**config.mk**
```make
export PLATFORM = sky130hd
export DESIGN_NAME = regfile_write_sched_flat
export DESIGN_NICKNAME = d
export VERILOG_FILES = /design/src/rtl/regfile_write_sched_if.sv /design/src/rtl/regfile_write_sched.sv /design/src/flat_wrapper.sv
export SDC_FILE = /design/constraint.sdc
export NUM_CORES = 1
export LEC_CHECK = 0
export BUFFER_PORTS_ARGS = -buffer_cell sky130_fd_sc_hd__buf_2
export CAP_MARGIN = 30
export CORE_MARGIN = 5
export CORE_UTILIZATION = 40
export CTS_CLUSTER_DIAMETER = 40
export DETAILED_ROUTE_END_ITERATION = 16
export GPL_ROUTABILITY_DRIVEN = 0
export GPL_TIMING_DRIVEN = 0
export PLACE_DENSITY = 0.72
export SLEW_MARGIN = 0
export SYNTH_ARGS = -nofsm -noshare
export SYNTH_HDL_FRONTEND = slang
export SYNTH_SLANG_ARGS = --single-unit
```
**constraint.sdc**
```tcl
create_clock -name clk -period 2.3 [get_ports clk]
set_clock_uncertainty 0.1 [all_clocks]
set_input_delay 0.46 -clock clk [delete_from_list [all_inputs] [get_ports clk]]
set_output_delay 0.46 -clock clk [all_outputs]
set_load 0.01 [all_outputs]
```
**src/rtl/regfile_write_sched_if.sv**
```systemverilog
// Writeback-to-register-file bus for the write scheduler: two requesters in,
// one register-file write port and a read-modify-write read port out.
interface regfile_write_sched_if #(
  parameter int DATA_W = 32,
  parameter int ADDR_W = 5,
  parameter int CNT_W  = 16
);
  logic              alu_valid;
  logic              alu_ready;
  logic [ADDR_W-1:0] alu_reg;
  logic [DATA_W-1:0] alu_data;
  logic              alu_byte;
  logic              mem_valid;
  logic              mem_ready;
  logic [ADDR_W-1:0] mem_reg;
  logic [DATA_W-1:0] mem_data;
  logic              mem_byte;
  logic              rf_regWrite;
  logic [ADDR_W-1:0] rf_write_reg;
  logic [DATA_W-1:0] rf_write_data;
  logic [ADDR_W-1:0] rf_rmw_reg;
  logic [DATA_W-1:0] rf_rmw_data;
  logic              busy;
  logic [CNT_W-1:0]  wr_count;

  modport slave (
    input  alu_valid, alu_reg, alu_data, alu_byte,
    input  mem_valid, mem_reg, mem_data, mem_byte,
    input  rf_rmw_data,
    output alu_ready, mem_ready,
    output rf_regWrite, rf_write_reg, rf_write_data, rf_rmw_reg,
    output busy, wr_count
  );

  modport master (
    output alu_valid, alu_reg, alu_data, alu_byte,
    output mem_valid, mem_reg, mem_data, mem_byte,
    output rf_rmw_data,
    input  alu_ready, mem_ready,
    input  rf_regWrite, rf_write_reg, rf_write_data, rf_rmw_reg,
    input  busy, wr_count
  );
endinterface

```
**src/rtl/regfile_write_sched.sv**
```systemverilog
// Round-robin scheduler for the single register-file write port, with
// register-0 drop and low-byte read-modify-write.
module regfile_write_sched #(
  parameter int DATA_W = 32,
  parameter int ADDR_W = 5,
  parameter int BYTE_W = 8,
  parameter int CNT_W  = 16
) (
  input  logic                  clk,
  input  logic                  reset,
  regfile_write_sched_if.slave  bus
);

  typedef enum logic [1:0] {
    IDLE      = 2'd0,
    RMW_READ  = 2'd1,
    RMW_WRITE = 2'd2
  } state_e;

  localparam logic GRANT_ALU = 1'b0;
  localparam logic GRANT_MEM = 1'b1;
  localparam logic [CNT_W-1:0]  CNT_MAX   = {CNT_W{1'b1}};
  localparam logic [DATA_W-1:0] BYTE_MASK = DATA_W'({BYTE_W{1'b1}});

  state_e              state_q;
  logic                last_grant_q;
  logic                we_q;
  logic [ADDR_W-1:0]   wreg_q;
  logic [DATA_W-1:0]   wdata_q;
  logic [ADDR_W-1:0]   rmw_reg_q;
  logic [BYTE_W-1:0]   cap_byte_q;
  logic [CNT_W-1:0]    cnt_q;

  logic                grant_alu_d;
  logic                grant_mem_d;
  logic [ADDR_W-1:0]   sel_reg_d;
  logic [DATA_W-1:0]   sel_data_d;
  logic                sel_byte_d;
  logic [DATA_W-1:0]   merge_d;
  logic [CNT_W-1:0]    cnt_d;

  // Grant and request selection: only IDLE accepts; on conflict the requester that did not win last goes.
  always_comb begin
    grant_alu_d = 1'b0;
    grant_mem_d = 1'b0;
    if (state_q == IDLE) begin
      if (bus.alu_valid && bus.mem_valid) begin
        grant_alu_d = (last_grant_q == GRANT_MEM);
        grant_mem_d = (last_grant_q == GRANT_ALU);
      end else begin
        grant_alu_d = bus.alu_valid;
        grant_mem_d = bus.mem_valid;
      end
    end else begin
      grant_alu_d = 1'b0;
      grant_mem_d = 1'b0;
    end
    if (grant_mem_d) begin
      sel_reg_d  = bus.mem_reg;
      sel_data_d = bus.mem_data;
      sel_byte_d = bus.mem_byte;
    end else begin
      sel_reg_d  = bus.alu_reg;
      sel_data_d = bus.alu_data;
      sel_byte_d = bus.alu_byte;
    end
    merge_d = (bus.rf_rmw_data & ~BYTE_MASK) | DATA_W'(cap_byte_q);
    cnt_d   = (cnt_q == CNT_MAX) ? cnt_q : cnt_q + CNT_W'(1);
  end

  // Scheduler FSM; the counter advances together with the strobe so it already includes the write on the bus.
  always_ff @(posedge clk or posedge reset) begin
    if (reset) begin
      state_q      <= IDLE;
      last_grant_q <= GRANT_MEM;
      we_q         <= 1'b0;
      wreg_q       <= {ADDR_W{1'b0}};
      wdata_q      <= {DATA_W{1'b0}};
      rmw_reg_q    <= {ADDR_W{1'b0}};
      cap_byte_q   <= {BYTE_W{1'b0}};
      cnt_q        <= {CNT_W{1'b0}};
    end else begin
      we_q <= 1'b0;
      case (state_q)
        IDLE: begin
          if (grant_alu_d || grant_mem_d) begin
            last_grant_q <= grant_mem_d ? GRANT_MEM : GRANT_ALU;
            if (sel_reg_d != {ADDR_W{1'b0}}) begin
              if (sel_byte_d) begin
                state_q    <= RMW_READ;
                rmw_reg_q  <= sel_reg_d;
                cap_byte_q <= sel_data_d[BYTE_W-1:0];
              end else begin
                we_q    <= 1'b1;
                wreg_q  <= sel_reg_d;
                wdata_q <= sel_data_d;
                cnt_q   <= cnt_d;
              end
            end
          end
        end
        RMW_READ: begin
          we_q    <= 1'b1;
          wreg_q  <= rmw_reg_q;
          wdata_q <= merge_d;
          cnt_q   <= cnt_d;
          state_q <= RMW_WRITE;
        end
        RMW_WRITE: state_q <= IDLE;
        default:   state_q <= IDLE;
      endcase
    end
  end

  assign bus.alu_ready     = grant_alu_d;
  assign bus.mem_ready     = grant_mem_d;
  assign bus.rf_regWrite   = we_q;
  assign bus.rf_write_reg  = wreg_q;
  assign bus.rf_write_data = wdata_q;
  assign bus.rf_rmw_reg    = rmw_reg_q;
  assign bus.busy          = (state_q != IDLE);
  assign bus.wr_count      = cnt_q;

endmodule

```
**src/flat_wrapper.sv**
```systemverilog
// flat-port wrapper written by rule: the top's interface ports become plain ports
module regfile_write_sched_flat 
#(
  parameter int DATA_W = 32,
  parameter int ADDR_W = 5,
  parameter int BYTE_W = 8,
  parameter int CNT_W  = 16
)
  (clk, reset, bus_alu_valid, bus_alu_reg, bus_alu_data, bus_alu_byte, bus_mem_valid, bus_mem_reg, bus_mem_data, bus_mem_byte, bus_rf_rmw_data, bus_alu_ready, bus_mem_ready, bus_rf_regWrite, bus_rf_write_reg, bus_rf_write_data, bus_rf_rmw_reg, bus_busy, bus_wr_count);
  regfile_write_sched_if #(.DATA_W(DATA_W), .ADDR_W(ADDR_W), .CNT_W(CNT_W)) bus_i ();
  input  logic clk;
  input  logic reset;
  input wire logic [$bits(bus_i.alu_valid)-1:0] bus_alu_valid;
  input wire logic [$bits(bus_i.alu_reg)-1:0] bus_alu_reg;
  input wire logic [$bits(bus_i.alu_data)-1:0] bus_alu_data;
  input wire logic [$bits(bus_i.alu_byte)-1:0] bus_alu_byte;
  input wire logic [$bits(bus_i.mem_valid)-1:0] bus_mem_valid;
  input wire logic [$bits(bus_i.mem_reg)-1:0] bus_mem_reg;
  input wire logic [$bits(bus_i.mem_data)-1:0] bus_mem_data;
  input wire logic [$bits(bus_i.mem_byte)-1:0] bus_mem_byte;
  input wire logic [$bits(bus_i.rf_rmw_data)-1:0] bus_rf_rmw_data;
  output wire logic [$bits(bus_i.alu_ready)-1:0] bus_alu_ready;
  output wire logic [$bits(bus_i.mem_ready)-1:0] bus_mem_ready;
  output wire logic [$bits(bus_i.rf_regWrite)-1:0] bus_rf_regWrite;
  output wire logic [$bits(bus_i.rf_write_reg)-1:0] bus_rf_write_reg;
  output wire logic [$bits(bus_i.rf_write_data)-1:0] bus_rf_write_data;
  output wire logic [$bits(bus_i.rf_rmw_reg)-1:0] bus_rf_rmw_reg;
  output wire logic [$bits(bus_i.busy)-1:0] bus_busy;
  output wire logic [$bits(bus_i.wr_count)-1:0] bus_wr_count;
  assign bus_i.alu_valid = bus_alu_valid;
  assign bus_i.alu_reg = bus_alu_reg;
  assign bus_i.alu_data = bus_alu_data;
  assign bus_i.alu_byte = bus_alu_byte;
  assign bus_i.mem_valid = bus_mem_valid;
  assign bus_i.mem_reg = bus_mem_reg;
  assign bus_i.mem_data = bus_mem_data;
  assign bus_i.mem_byte = bus_mem_byte;
  assign bus_i.rf_rmw_data = bus_rf_rmw_data;
  assign bus_alu_ready = bus_i.alu_ready;
  assign bus_mem_ready = bus_i.mem_ready;
  assign bus_rf_regWrite = bus_i.rf_regWrite;
  assign bus_rf_write_reg = bus_i.rf_write_reg;
  assign bus_rf_write_data = bus_i.rf_write_data;
  assign bus_rf_rmw_reg = bus_i.rf_rmw_reg;
  assign bus_busy = bus_i.busy;
  assign bus_wr_count = bus_i.wr_count;
  regfile_write_sched #(.DATA_W(DATA_W), .ADDR_W(ADDR_W), .BYTE_W(BYTE_W), .CNT_W(CNT_W)) u_core (.clk(clk), .reset(reset), .bus(bus_i));
endmodule
```
Word level (Yosys, flattened, before mapping)
Index checks and enable logic that the tools add are counted.

Logic and storage cells: 56. Bits in registers: 70. Output and inout bits: 62.

Eq/ne operators: 6. Muxes and demuxes: 29. Bitwise gates (word level): 2. Reductions and logical operators: 10. $add $sub $neg: 1.

Operators by type and width (count): two-way mux 32 bit (4); two-way mux 16 bit (4); case mux 32 bit (2 select lines) (1); OR 32 x 8 -> 32 bit (1); case mux 16 bit (2 select lines) (1); two-way mux 5 bit (4); adder 16 x 1 -> 16 bit, second input constant (1); == test 16 bit, second input constant (1); case mux 5 bit (2 select lines) (1); two-way mux 1 bit (9); AND reduction 4 bit (2); two-way mux 2 bit (3); inequality test 2 bit, second input constant (3); nonzero test 5 bit (1); case mux 2 bit (2 select lines) (1); nonzero test 2 bit (2); AND reduction 3 bit (1); == test 2 x 1 -> 1 bit, second input constant (1); logical NOT 2 bit (1); inequality test 2 x 1 -> 1 bit, second input constant (1); case mux 1 bit (2 select lines) (1); AND reduction 2 bit (1); logical AND 1 bit (1); logical OR 1 bit (1); inverter 1 bit (1).

Logic depth before layout (Yosys ltp)
Depth after elaboration: 8. Depth in mapped cells: 7.

Worst setup path after synthesis
Ideal clock, no wire load.

Kind: input -> register. From: input bus_alu_reg[2]. To: register u_core.rmw_reg_q[0] (netlist: u_core.bus.rf_rmw_reg[0]). Cell stages on the path: 5. Path buffers: 1. Setup slack: 156 ps. Data required time: 2075 ps. Arrival time: 1920 ps. Cell sequence: or3_1 -> o311a_1 -> o21bai_2 -> buf_4 -> mux2_2.

Word-level cells in the longest chain between the ends: 3.

Ends and longest elaborated chain: from (decl) (RTL line flat_wrapper.sv:14) `input wire logic [$bits(bus_i.alu_reg)-1:0] bus_alu_reg;`; two-way mux 5 bit (RTL line regfile_write_sched.sv:58) `if (grant_mem_d) begin`; nonzero test 5 bit (RTL line regfile_write_sched.sv:88) `if (sel_reg_d != {ADDR_W{1'b0}}) begin`; AND reduction 4 bit (no source line); to (signal assigned) (RTL line regfile_write_sched.sv:79) `rmw_reg_q <= {ADDR_W{1'b0}};`; to (signal assigned) (RTL line regfile_write_sched.sv:91) `rmw_reg_q <= sel_reg_d;`; to (decl) (RTL line regfile_write_sched.sv:30) `logic [ADDR_W-1:0] rmw_reg_q;`.

Every way passes these cells. A chain may end at the register's enable or synchronous reset.

Worst setup path after layout
From: register u_core.state_q[1]. To: output bus_mem_ready.

Word-level cells in the longest chain between the ends: 2.

Ends and longest elaborated chain: from (decl) (RTL line regfile_write_sched.sv:25) `state_e state_q;`; from (signal assigned) (RTL line regfile_write_sched.sv:74) `state_q <= IDLE;`; from (signal assigned) (RTL line regfile_write_sched.sv:90) `state_q <= RMW_READ;`; from (signal assigned) (RTL line regfile_write_sched.sv:107) `state_q <= RMW_WRITE;`; logical NOT 2 bit (RTL line regfile_write_sched.sv:46) `if (state_q == IDLE) begin`; two-way mux 1 bit (RTL line regfile_write_sched.sv:46); to (decl) (RTL line flat_wrapper.sv:23) `output wire logic [$bits(bus_i.mem_ready)-1:0] bus_mem_ready;`.

Every way passes these cells.

==> implementation parameters <==
Parameter                              Value

STA
  Final cycle utilization of the critical path    0.942
  Max frequency    0.461 GHz
  Final setup vio count    0
  Relative max-transition margin    0.549
  Setup repair after global routing missed its margin    false
  Number of pins exceeding their max-slew limit in the final report    0
  Worst Tran Pin Value    ~0.68 ns
  Number of hold violations in the final report    0
  Shortest period the worst path allows    roughly 2.2 ns

Flow run
  Maxcap violations    0

Critical path
  Max FO, Critical Path    19
  Kind of end point of the critical path    primary output
  Reg-to-reg startpoint    u_core.last_grant_q
  Worst-case register-to-register setup slack    about 0.14 ns
  Endpoint required time on the critical path    between 1.5 and 2 ns
  Classification of the worst setup path    flip-flop to primary output
  Count of cells along the worst register-to-register path    7
  Kind of start point of the critical path    flip-flop
  Worst path arrival time    1.61 ns
  FF-to-FF End    u_core.bus.rf_write_data[28]

Final layout
  Area of all placed cells without fillers    ~0.0049 mm^2
  Area overhead of the layout relative to synthesis    33.5%
  N_diodes    0
  Non-filler instance count after layout    around 640
  Flip-flop count of the largest register after layout    32
  Fraction of final layout cells sized beyond drive strength 1    0.460
  Final Net Count    roughly 630

Floorplanning
  Die H    about 110 um
  Boundary Pins    between 150 and 200
  Core area    about 0.009 mm^2
  Rows    35
  Initial Util    0.405
  Floorplan die width    roughly 110 um
  Full die area    between 0.01 and 0.015 mm^2

Clock network
  Clock Path Buffers    2
  CTS H-tree depth    3
  Clock transition at path regs    about 0.08 ns
  Number of buffers created by CTS    9
  Cell at the root of the clock tree    sky130_fd_sc_hd__clkbuf_8
  Clock tree from TritonCTS    built
  Clock latency of the later-clocked register in the worst-skew pair    0.34 ns
  Quantity of hold-fixing buffers added after cts    0
  Number of clock sinks    70

Route
  Highest metal used    met4
  Routed Wire Length    approximately 10000 um
  Vias    3187
  DRC marker count from the first detailed-route iteration    83
  Number of search-and-repair iterations in the first detailed-routing pass    4
  Detail-routed net length per standard cell    ~16 um
  DRC Markers    0
  Wire length on met2    just over 5000 um
  Mean number of vias per cell    between 5 and 6
  Detail Route Antenna Nets    0
  Total met3 wirelength after detailed routing    between 600 and 700 um
  Met1 routed wirelength after detailed routing    between 4000 and 5000 um

Synth
  Leading register cell type out of synthesis    sky130_fd_sc_hd__dfrtp_1
  Proportion of register bits with asynchronous set or reset after synthesis    1.00
  Synthesized instance count    ~340
  Combined area of all synthesized cells    between 0.003 and 0.004 mm^2
  Yosys warns    0
  Sequential share of the synthesized area    0.475
  Count of unique library cells instantiated by Yosys    34
  #FFs+latches synth    70
  Post-synthesis net count    roughly 460
  Synthesized area divided by synthesized cell count    10.8 um^2
  Count of flip-flops with a built-in enable after synthesis    0

GRT
  Number of antenna violations at the first check in global routing    0
  Residual overflow from global routing    0
  First-pass GRT wire length    between 15000 and 20000 um
  Via count of the first global-routing pass    3258
  Maximum number of pins on one net before global-route repair    42
  Global-route usage over all layers    0.178

Power
  Leakage    2.49 nW
  Power Density    between 1000 and 1500 mW/mm^2
  Worst voltage drop across the vdd grid    between 0.5 and 0.6 mV

Placement
  Detailed-placement wirelength estimate    ~7800 um
  Number of placed instances with taps included    slightly above 600
  I/O Buffers    ~170
  Placed inst area    approximately 0.0047 mm^2

Min path
  Class of the most critical hold timing path    input pin to asynchronous set/reset pin

Run status
  Outcome    complete, no violations
==> timing repair <==
item	4_1_cts	5_1_grt
pin swaps	1	0
buffers inserted	2	0
endpoints found under the setup margin	48	10
gates resized for setup	4	2
endpoints found under the hold margin	0	0
==> worst max-delay path by stage <==
stage,from,endpoint
2_1_floorplan,bus_alu_reg[2],u_core.bus.rf_rmw_reg[0]
3_3_place_gp,bus_mem_valid,u_core.bus.rf_write_data[28]
3_5_place_dp,bus_mem_valid,u_core.bus.wr_count[8]
4_1_cts,u_core.last_grant_q,u_core.bus.rf_write_data[28]
5_1_grt,u_core.state_q[1],u_core.bus.rf_write_reg[0]
6_report,u_core.state_q[1],bus_mem_ready
==> critical path, stage by stage (launching register included) <==
cell and delay (ns):
sky130_fd_sc_hd__dfrtp_1 0.44, sky130_fd_sc_hd__nor2_2 0.25, sky130_fd_sc_hd__nand2_1 0.17, sky130_fd_sc_hd__buf_6 0.22, sky130_fd_sc_hd__inv_1 0.07, sky130_fd_sc_hd__buf_2 0.12
==> final cells by class <==
class                   count  area, um^2
flip-flops and latches     70        1750
well taps                 111         139
fillers                   820        4180
clock buffers              10         138
multi-input cells         234        1780
inverters                  19        75.1
repair buffers            168         861
plain buffers              19         104
clock inverters             6        85.1
==> cells by family (layout without fill, tap and decap cells) <==
logic type                 Yosys count  in the layout  synth area share
buffers and inverters               39            222            0.0471
xor gates and xnor gates            14             14            0.0332
and+or+nand+nor                     83             83             0.112
muxes                               79             79             0.231
AOI/OAI and AO/OA                   57             57            0.0986
DFF                                 70             70             0.475
adders and majority gates            1              1           0.00339
==> cell usage in the layout, fill, tap and decap left out, types with 10 or more instances in the layout <==
cell type	synthesis	final
sky130_fd_sc_hd__xnor2_1	14	14
sky130_fd_sc_hd__o21ai_0	38	38
sky130_fd_sc_hd__mux2_2	40	40
sky130_fd_sc_hd__buf_2	4	169
sky130_fd_sc_hd__nand3_1	10	10
sky130_fd_sc_hd__mux2_1	10	10
sky130_fd_sc_hd__mux2i_1	29	29
sky130_fd_sc_hd__dfrtp_1	69	69
sky130_fd_sc_hd__o211ai_1	11	11
sky130_fd_sc_hd__inv_1	19	18
sky130_fd_sc_hd__nand2b_1	15	15
sky130_fd_sc_hd__clkbuf_8	0	10
sky130_fd_sc_hd__nand2_1	31	31
==> power by group <==
group	leakage (nW)	switching, mW	internal [mW]
clock network	0.108	0.464	0.637
registers	0.857	0.300	1.78
logic	1.52	1.36	1.27
total	2.49	2.13	3.68
==> per-stage QoR <==
stage | worst slack, ns | TNS, ns | util | hold WS (ns) | power, mW
final | 0.132 | 0 | 0.541 | 0.112 | 5.81
after global routing | 0.00613 | 0 | 0.541 | 0.166 | 6.24
after CTS | 0.0353 | 0 | 0.540 | 0.115 | 5.90
after detailed placement | -0.254 | -10.37 | 0.514 | 0.371 | 4.74
after global placement | -0.186 | -8.08 | 0.512 | 0.364 | 4.65
after floorplan | 0.156 | 0 | - | 0.355 | 3.74
==> per-layer routing <==
metal | up-vias | global-route usage
li1 | 1558 | -
met1 | 1519 | 0.217
met2 | 102 | 0.319
met3 | 8 | 0.0419
met4 | 0 | 0.0435
met5 | - | 0
==> cells in the mapped netlist, types with 4 or more instances <==
cell | count | area [um^2]
sky130_fd_sc_hd__mux2i_1 | 29 | 290
sky130_fd_sc_hd__nor2_1 | 7 | 26.3
sky130_fd_sc_hd__nand4_1 | 7 | 43.8
sky130_fd_sc_hd__buf_4 | 6 | 45.0
sky130_fd_sc_hd__nand3_1 | 10 | 50.1
sky130_fd_sc_hd__clkbuf_1 | 8 | 30.0
sky130_fd_sc_hd__buf_2 | 4 | 20.0
sky130_fd_sc_hd__xnor2_1 | 14 | 123
sky130_fd_sc_hd__mux2_1 | 10 | 113
sky130_fd_sc_hd__and3_1 | 6 | 37.5
sky130_fd_sc_hd__o21ai_0 | 38 | 190
sky130_fd_sc_hd__nand2b_1 | 15 | 93.8
sky130_fd_sc_hd__dfrtp_1 | 69 | 1730
sky130_fd_sc_hd__nand2_1 | 31 | 116
sky130_fd_sc_hd__inv_1 | 19 | 71.3
sky130_fd_sc_hd__mux2_2 | 40 | 450
sky130_fd_sc_hd__o211ai_1 | 11 | 82.6
No activity file was read; power rests on OpenSTA's default activity.
